[src/rtl/sa_pkg.sv]
// Shared systolic-array definitions: default grid geometry, drain FSM states
// and the lane-slice helper used to address packed accumulator rows.
package sa_pkg;

  localparam int ROWS_DEF        = 4;
  localparam int COLS_DEF        = 4;
  localparam int OPND_BWIDTH_DEF = 8;
  localparam int ACC_BWIDTH_DEF  = 32;

  typedef enum logic [1:0] {
    ST_IDLE,
    ST_DRAIN,
    ST_LAST,
    ST_DONE
  } drain_state_e;

  // LSB position of lane 'lane' inside a packed row of 'width'-bit lanes.
  function automatic int lane_lsb(input int lane, input int width);
    return lane * width;
  endfunction

endpackage

[src/rtl/acc_lane_post.sv]
// One result lane: captures a bottom-row accumulator on a flush cycle.
// With DRAIN_RELU_EN defined, negative values are clamped to zero at capture.
module acc_lane_post #(
  parameter int ACC_BWIDTH = 32
) (
  input  logic                         clk_i,
  input  logic                         rst_i,
  input  logic                         cap_i,
  input  logic signed [ACC_BWIDTH-1:0] acc_i,
  output logic signed [ACC_BWIDTH-1:0] res_o
);

`ifdef DRAIN_RELU_EN
  function automatic logic signed [ACC_BWIDTH-1:0] post(input logic signed [ACC_BWIDTH-1:0] v);
    return v[ACC_BWIDTH-1] ? '0 : v;
  endfunction
`else
  function automatic logic signed [ACC_BWIDTH-1:0] post(input logic signed [ACC_BWIDTH-1:0] v);
    return v;
  endfunction
`endif

  logic signed [ACC_BWIDTH-1:0] res_q;

  always_ff @(posedge clk_i) begin
    if (rst_i) begin
      res_q <= '0;
    end else if (cap_i) begin
      res_q <= post(acc_i);
    end
  end

  assign res_o = res_q;

endmodule

[src/rtl/acc_drain_collector.sv]
// Drains the PE grid bottom row first, one result row per valid/ready handshake.
// Optional lane ReLU at capture is enabled by defining DRAIN_RELU_EN.
module acc_drain_collector
  import sa_pkg::*;
#(
  parameter int ROWS       = ROWS_DEF,
  parameter int COLS       = COLS_DEF,
  parameter int ACC_BWIDTH = ACC_BWIDTH_DEF,
  localparam int RW        = (ROWS > 1) ? $clog2(ROWS) : 1
) (
  input  logic                       CLK,
  input  logic                       RST,
  input  logic                       START,
  input  logic [COLS*ACC_BWIDTH-1:0] ACC_col_in,
  output logic                       FLUSH,
  output logic                       BUSY,
  output logic                       DONE,
  output logic                       RES_valid,
  input  logic                       RES_ready,
  output logic [COLS*ACC_BWIDTH-1:0] RES_data,
  output logic [RW-1:0]              RES_row
);

  drain_state_e    state_q, state_d;
  logic [RW-1:0]   cnt_q, cnt_d;
  logic [RW-1:0]   row_q, row_d;
  logic            vld_q, vld_d;
  logic            flush;

  always_ff @(posedge CLK) begin
    if (RST) begin
      state_q <= ST_IDLE;
      cnt_q   <= '0;
      row_q   <= '0;
      vld_q   <= 1'b0;
    end else begin
      state_q <= state_d;
      cnt_q   <= cnt_d;
      row_q   <= row_d;
      vld_q   <= vld_d;
    end
  end

  // The grid only shifts when the output register is empty or being emptied,
  // so backpressure freezes the array instead of dropping a row.
  always_comb begin
    state_d = state_q;
    cnt_d   = cnt_q;
    row_d   = row_q;
    vld_d   = vld_q;
    flush   = 1'b0;
    case (state_q)
      ST_IDLE: begin
        if (START) begin
          state_d = ST_DRAIN;
          cnt_d   = RW'(ROWS - 1);
        end
      end
      ST_DRAIN: begin
        flush = ~vld_q | RES_ready;
        if (flush) begin
          vld_d = 1'b1;
          row_d = cnt_q;
          if (cnt_q == '0) begin
            state_d = ST_LAST;
          end else begin
            cnt_d = cnt_q - RW'(1);
          end
        end
      end
      ST_LAST: begin
        if (vld_q && RES_ready) begin
          vld_d   = 1'b0;
          state_d = ST_DONE;
        end
      end
      ST_DONE: begin
        state_d = ST_IDLE;
      end
      default: begin
        state_d = ST_IDLE;
      end
    endcase
  end

  for (genvar c = 0; c < COLS; c++) begin : g_lane
    acc_lane_post #(
      .ACC_BWIDTH(ACC_BWIDTH)
    ) u_lane (
      .clk_i (CLK),
      .rst_i (RST),
      .cap_i (flush),
      .acc_i (ACC_col_in[lane_lsb(c, ACC_BWIDTH) +: ACC_BWIDTH]),
      .res_o (RES_data[lane_lsb(c, ACC_BWIDTH) +: ACC_BWIDTH])
    );
  end

  assign FLUSH     = flush;
  assign BUSY      = (state_q == ST_DRAIN) || (state_q == ST_LAST);
  assign DONE      = (state_q == ST_DONE);
  assign RES_valid = vld_q;
  assign RES_row   = row_q;

endmodule
[config.mk]
export PLATFORM = sky130hd
export DESIGN_NAME = acc_drain_collector
export DESIGN_NICKNAME = d
export VERILOG_FILES = /design/src/rtl/sa_pkg.sv /design/src/rtl/acc_lane_post.sv /design/src/rtl/acc_drain_collector.sv
export SDC_FILE = /design/constraint.sdc
export NUM_CORES = 1
export LEC_CHECK = 0
export CAP_MARGIN = 20
export CORE_MARGIN = 5
export CORE_UTILIZATION = 40
export CTS_BUF_LIST = sky130_fd_sc_hd__clkbuf_16
export CTS_CLUSTER_SIZE = 16
export DETAILED_ROUTE_END_ITERATION = 16
export PLACE_DENSITY = 0.82
export SETUP_SLACK_MARGIN = 0.02
export SYNTH_ARGS = -nofsm -noshare
export SYNTH_HDL_FRONTEND = slang
export SYNTH_SLANG_ARGS = --single-unit
[constraint.sdc]
create_clock -name CLK -period 2.4 [get_ports CLK]
set_input_delay 0.24 -clock CLK [delete_from_list [all_inputs] [get_ports CLK]]
set_output_delay 0.24 -clock CLK [all_outputs]
set_load 0.05 [all_outputs]
-- Yosys cells after proc, flatten, opt, wreduce, memory -nomap -nowiden
Cells that the tools add are included.
Widths: inputs -> output; s select.
- bitwise gates (word level): 2
- add/sub/neg operators: 1
- reduce and logical (&&, ||, !) cells: 10
- eq/ne operators: 8
- muxes and demuxes: 13
- operator list (kind ; number):
    $mux 2 ; 7
    $ne 2x2->1 const B ; 5
    $pmux 2 s4 ; 1
    $reduce_and 4->1 ; 2
    $eq 2x2->1 const B ; 2
    $logic_not 2->1 ; 2
    $pmux 2 s2 ; 1
    $reduce_bool 2->1 ; 2
    $mux 1 ; 3
    $reduce_and 3->1 ; 1
    $eq 2x1->1 const B ; 1
    $pmux 1 s2 ; 1
    $reduce_and 2->1 ; 1
    $sub 2x1->2 const B ; 1
    $logic_and 1x1->1 ; 1
    $logic_or 1x1->1 ; 1
    $not 1->1 ; 1
    $or 1x1->1 ; 1
- output and inout port bits: 134
- bits of input ports: 132
- word-level logic and storage cells: 42
- bits in registers: 135

-- Depth between registers and ports, before layout
Gate-level depths: netlist of the first run.
- word-level depth: 4
- gate-level depth with buffers: 8
- gate-level depth less buffers: 6

-- By module
Synthesis of the first run repeated with hierarchy kept, for this count alone.
- cells, all modules: 465
- area, all modules: 5107.4 um^2
- modules (own cells, without submodules) (module ; area each (um^2) ; cells each ; sequential area each (um^2) ; instances):
    acc_lane_post ; 1163.6 ; 103 ; 640.6 ; 4
    acc_drain_collector ; 452.9 ; 53 ; 140.1 ; 1

-- Worst setup path before layout of the first run
No wires, ideal clock.
- path type: flip-flop to flip-flop
- start: register state_q[0]
- end: register state_q[0]
- data required time: 2.309 ns
- path buffers: 0
- path slack: 0.886 ns
- stages on the path, launching flop included: 7
- library setup time: 0.091 ns
- clock period less this slack: 1.514 ns
- data arrival time: 1.423 ns
- cells stage by stage: dfxtp_1 -> inv_1 -> ha_1 -> or2b_2 -> a21boi_0 -> a21oi_1 -> a311oi_1
- longest elaborated chain between the ends: 3
- elaborated cells between the ends (all ways): 10
- those cells by class: eq/ne (7); mux (1); reduce/logical (2)
- ends and longest elaborated chain (item ; line ; RTL):
    start, declared ; acc_drain_collector.sv:24 ; drain_state_e state_q, state_d;
    start signal, assigned ; acc_drain_collector.sv:37 ; state_q <= state_d;
    $eq 2x2->1, or another cell as far along ; acc_drain_collector.sv:52 ; case (state_q)
    $ne 2x2->1 (no line) ; - ;
    $reduce_and 4->1 (no line) ; - ;
Parallel ways exist; a longest one is shown, timed or not.
A chain may end at the register's enable or synchronous reset.

-- Worst setup path after layout of the first run
- start: register state_q[0]
- end: output port DONE
- longest elaborated chain between the ends: 1
- ends and longest elaborated chain (item ; line ; RTL):
    $eq 2x2->1 ; acc_drain_collector.sv:100 ; assign DONE = (state_q == ST_DONE);
    end, declared ; acc_drain_collector.sv:17 ; output logic DONE,
Every way passes these cells.

==> impl_metrics.json, run 1 <==
{
  "startpoint": "state_q[0]",
  "num_vias": 4823,
  "worst_slack_ns": 0.325,
  "seqPwrFrac": 0.304,
  "ant_nets": 0,
  "hp-class": "primary input to flop",
  "p_int_mw": 5.61,
  "die_h_um": 120,
  "drv_cap": 0,
  "routed_via_density": 4.76,
  "cts_setup_buffers": 0,
  "yosysSeqAreaShare": 0.557,
  "swShare": 0.436,
  "crit_family": "buffers and inverters",
  "port_buffers": 265,
  "nets": 995,
  "clk_latency_ns": 0.40,
  "maxClockFrequency_mhz": 482,
  "drcViolationCount": 0,
  "area_growth_syn_to_layout_pct": 66.0,
  "cts.path.max_buffers": 2,
  "final_layout_size_suffix_gt1_frac": 0.0416,
  "initial_core_util": 0.405,
  "slew_violations": 0,
  "p_leak_nw": 2.99,
  "cp.arrival_ns": 1.83,
  "r2r_cells": 6,
  "critPathCaptureType": "primary output",
  "setup_violations": 0,
  "grt-ovfl-total": 0,
  "htree_levels": 4,
  "fp.dieW_um": 120,
  "diodes": 0,
  "grt_pass1_wl_um": 22200,
  "synth_top_cell_by_area": "dfxtp_1",
  "final_core_util": 0.673,
  "grt_pass1_vias": 4429,
  "outcome": "finished clean",
  "drt_wl_total_um": 14400,
  "layout_commonest_cell": "nand2_1",
  "synth.avg_cell_area_um2": 7.97,
  "hp-start": "RST",
  "synth.distinct_cells": 21,
  "tns_ns": 0,
  "grt_antenna_before_repair": 0,
  "dp_slack_ns": 0.510,
  "rr_startpoint": "state_q[1]",
  "post_drt_wl_per_cell_um": 14.2,
  "startpoint_type": "flop",
  "layout_common_cells": "265 x nand2_1, 262 x clkdlybuf4s50_1, 135 x dfxtp_1",
  "tightestPinTransition_ns": 0.604,
  "cts_tree": "built",
  "cts_hold_buf": 0,
  "core_mm2": 0.0120,
  "crit_slowest_cell": "clkdlybuf4s50_1",
  "cp_num_cells": 2,
  "hold_end": "g_lane[3].u_lane.res_o[1]",
  "drt_iter0_drc": 387,
  "grt_start_max_net_pins": 132,
  "required_ns": 2.16,
  "skew_ns": 0.00461,
  "synth.ff_latch_count": 135,
  "cts_root_buf": "clkbuf_16",
  "rows": 40,
  "p_clk_frac": 0.213,
  "final.min_clock_period_ns": 2.07,
  "grtUsageTotal": 0.193,
  "synthTopCellsByArea": "dfxtp_1 56%, nand2_1 21%, a21oi_1 14%, ha_1 2.1%, buf_2 1.9%",
  "io_pins": 266,
  "synthCells": 608,
  "path_clk_slew_ns": 0.05,
  "path_buf_inv": 1,
  "synthesis.nets": 748,
  "die-area_mm2": 0.0144,
  "holdPathStages": 2,
  "cts-resized-gates": 0,
  "synth_top_area_frac": 0.557,
  "clkSinkCount": 135,
  "r2r-end": "g_lane[1].u_lane.res_o[21]",
  "max_stage_delay_ns": 0.84,
  "path_class": "flop to primary output",
  "comb_power_share": 0.483,
  "cts_buffers": 17,
  "hold_viol_final": 0,
  "dp_hpwl_um": 9920,
  "power.density_mw_per_mm2": 1240,
  "r2r_slack_ns": 0.61,
  "yosysWarnings": 0,
  "switching_power_mw": 4.34,
  "fillers": 973,
  "maxSlewHeadroom": 0.597,
  "p_total_mw": 9.95,
  "peakVddDrop_v": 0.000900,
  "gp_congestion": 0.766,
  "netlist_area_mm2": 0.00485,
  "drtPass1Iterations": 4,
  "cp_max_fo": 5,
  "path_cells": "ha_1, clkdlybuf4s50_1",
  "rsz0062_at_grt": "no",
  "period_share": 0.864
}
layer usage:
metal	track usage	part of all wire	wire length, um
met1	0.217	0.40	5690
met4	0.0787	0.022	313
met5	0	0	0
met3	0.0933	0.12	1690
met2	0.312	0.46	6660
power groups by stage:
| stage | sequential (mW) | combinational, mW | clock, mW |
|---|---|---|---|
| after floorplan | 4.74 | 1.64 | 0 |
| after global placement | 3.05 | 4.82 | 0 |
| after detailed placement | 3.07 | 4.85 | 0 |
| after CTS | 3.03 | 4.87 | 2.18 |
| after global routing | 3.10 | 5.12 | 2.27 |
| final | 3.03 | 4.81 | 2.12 |
cells in the mapped netlist (all sizes together):
library cell,count
a21boi,1
clkbuf,14
mux2i,1
a311oi,2
nor2b,2
a21oi,134
nand2b,1
dfxtp,135
buf,29
a21bo,1
ha,8
inv,7
a41o,1
or2b,1
nor2,4
a31o,1
nand2,266
sequential cells by signal (all words and copies together), names as in the netlist:
name                 flops
g_lane.u_lane.res_o    128
RES_row                  2
state_q                  2
cnt_q                    2
RES_valid                1
layout make-up:
type,instances,area (um2),share of cell area
repair buffers,271,2760,0.343
flip-flops and latches,135,2700,0.336
clock buffers,17,425,0.0529
inverters,7,28.8,0.00358
clock inverters,13,56.3,0.00700
multi-input cells,423,1890,0.235
well taps,147,184,0.0229
how the worst max path moves through the flow:
| stage | end | slack, ns |
|---|---|---|
| floorplan | state_q[0] | 0.89 |
| global placement | BUSY | 0.55 |
| detailed placement | BUSY | 0.51 |
| CTS | BUSY | 0.06 |
| global route | DONE | 0.23 |
| finish | DONE | 0.33 |
cell families (layout without fill, tap and decap cells):
group,count (synthesis),in the layout,share of synthesized area
buf+inv,50,308,0.0534
fa+ha+maj,8,8,0.0206
flops,135,135,0.557
compound gates,140,140,0.150
simple gates,274,274,0.217
mux,1,1,0.00206
per-stage QoR:
stage               hold slack, ns  cells  instance area [um2]
global route                 0.260   1013                 8050
CTS                          0.244   1013                 8040
finish                       0.259   1013                 8050
floorplan                    0.376    608                 4850
detailed placement           0.445    983                 7560
global placement             0.440    983                 7560
Power figures use the tool's default switching activity.
==> run 2: changes to the inputs <==
- CAP_MARGIN: 20 -> unset
- PLACE_DENSITY: 0.82 -> 0.83
==> impl_metrics.json, run 2 (synthesis results as in run 1) <==
{
  "outcome": "finished clean",
  "peakVddDrop_v": 0.000844,
  "routed_via_density": 4.80,
  "grt_pass1_wl_um": 23200,
  "cts_root_buf": "clkbuf_16",
  "nets": 997,
  "gp_congestion": 0.752,
  "num_vias": 4865,
  "maxClockFrequency_mhz": 477,
  "path_buf_inv": 3,
  "period_share": 0.873,
  "startpoint_type": "flop",
  "setup_violations": 0,
  "hold_viol_final": 0,
  "maxSlewHeadroom": 0.594,
  "rsz0062_at_grt": "no",
  "drt_wl_total_um": 14900,
  "post_drt_wl_per_cell_um": 14.7,
  "area_growth_syn_to_layout_pct": 66.7,
  "core_mm2": 0.0120,
  "tns_ns": 0,
  "die-area_mm2": 0.0144,
  "layout_commonest_cell": "nand2_1",
  "path_class": "flop to primary output",
  "cp_max_fo": 30,
  "required_ns": 2.16,
  "power.density_mw_per_mm2": 1250,
  "crit_slowest_cell": "dfxtp_1",
  "largest_register_ffs": 128,
  "max_stage_delay_ns": 0.35,
  "rows": 40,
  "grt_antenna_before_repair": 0,
  "final_layout_size_suffix_gt1_frac": 0.0438,
  "fp.dieW_um": 120,
  "grt_start_max_net_pins": 120,
  "grt-ovfl-total": 0,
  "cts_tree": "built",
  "layout_common_cells": "265 x nand2_1, 262 x clkdlybuf4s50_1, 135 x dfxtp_1",
  "grt_pass1_vias": 4610,
  "seqCellArea_mm2": 0.00270,
  "drt_iter0_drc": 256,
  "crit_family": "buffers and inverters",
  "cp.arrival_ns": 1.86,
  "skew_ns": 0.00425,
  "r2r_slack_ns": 0.47,
  "io_pins": 266,
  "p_total_mw": 10.1,
  "dp_slack_ns": 0.417,
  "clk_latency_ns": 0.41,
  "initial_core_util": 0.405,
  "p_leak_nw": 3.00,
  "cts_buffers": 17,
  "diodes": 0,
  "drcViolationCount": 0,
  "clkSinkCount": 135,
  "slew_violations": 0,
  "multiInputGateArea_mm2": 0.00189,
  "ant_nets": 0,
  "grtUsageTotal": 0.202,
  "hp-class": "primary input to flop",
  "dp_hpwl_um": 10500,
  "path_clk_slew_ns": 0.05,
  "port_buffers": 265,
  "final.min_clock_period_ns": 2.10,
  "cts_hold_buf": 0,
  "drtPass1Iterations": 7,
  "path_cells": "inv_1, ha_1, nand2_4, inv_4, buf_12",
  "critPathCaptureType": "primary output",
  "fillers": 963,
  "tightestPinTransition_ns": 0.608,
  "worst_slack_ns": 0.304,
  "die_h_um": 120,
  "cts_setup_buffers": 0,
  "htree_levels": 4,
  "cts.path.max_buffers": 2,
  "drv_cap": 0
}
run 2: changes by cell type in the layout (fill, tap and decap cells not counted):
| cell | before | now |
|---|---|---|
| clkinvlp_4 | 1 | 0 |
| clkinv_1 | 2 | 4 |
| buf_4 | 3 | 5 |
| inv_1 | 13 | 10 |
| bufinv_16 | 0 | 1 |
run 2: path summary, 6_finish.rpt:
| check | from | end | depth (start not counted) |
|---|---|---|---|
| hold reg to reg | g_lane[1].u_lane.res_o[0] | g_lane[1].u_lane.res_o[0] | 2 |
| setup reg to reg | state_q[1] | cnt_q[0] | 6 |
| setup / recovery | state_q[1] | FLUSH | 5 |
| hold / removal | RST | RES_valid | 2 |
run 2: layer usage:
layer	wire length [um]	track usage
met2	7190	0.340
met5	0	0
met4	363	0.0830
met3	1790	0.0980
met1	5550	0.216
run 2: report_power, final:
part	internal (mW)	switching, mW
Combinational	1.60	3.24
Sequential	2.76	0.267
Clock	1.37	0.874
Total	5.73	4.38
run 2: repair_timing:
item	CTS	global route
hold endpoints to repair	0	0
setup endpoints to repair	0	1
gates resized for setup	0	1
run 2: layout make-up:
type                            instances  area share
Inverter                                7     0.00356
Clock buffer                           17      0.0526
Tap cell                              147      0.0228
Clock inverter                         12     0.00929
Sequential cell                       135       0.334
Timing Repair Buffer                  273       0.343
Multi-Input combinational cell        423       0.234
run 2: through the flow:
step | instance area, um2 | hold slack, ns | cells | utilization
finish | 8080 | 0.340 | 1014 | 0.676
CTS | 8080 | 0.323 | 1014 | 0.675
global route | 8080 | 0.350 | 1014 | 0.676
detailed placement | 7580 | 0.446 | 985 | 0.633
global placement | 7580 | 0.440 | 985 | 0.633
floorplan | 4850 | 0.376 | 608 | -
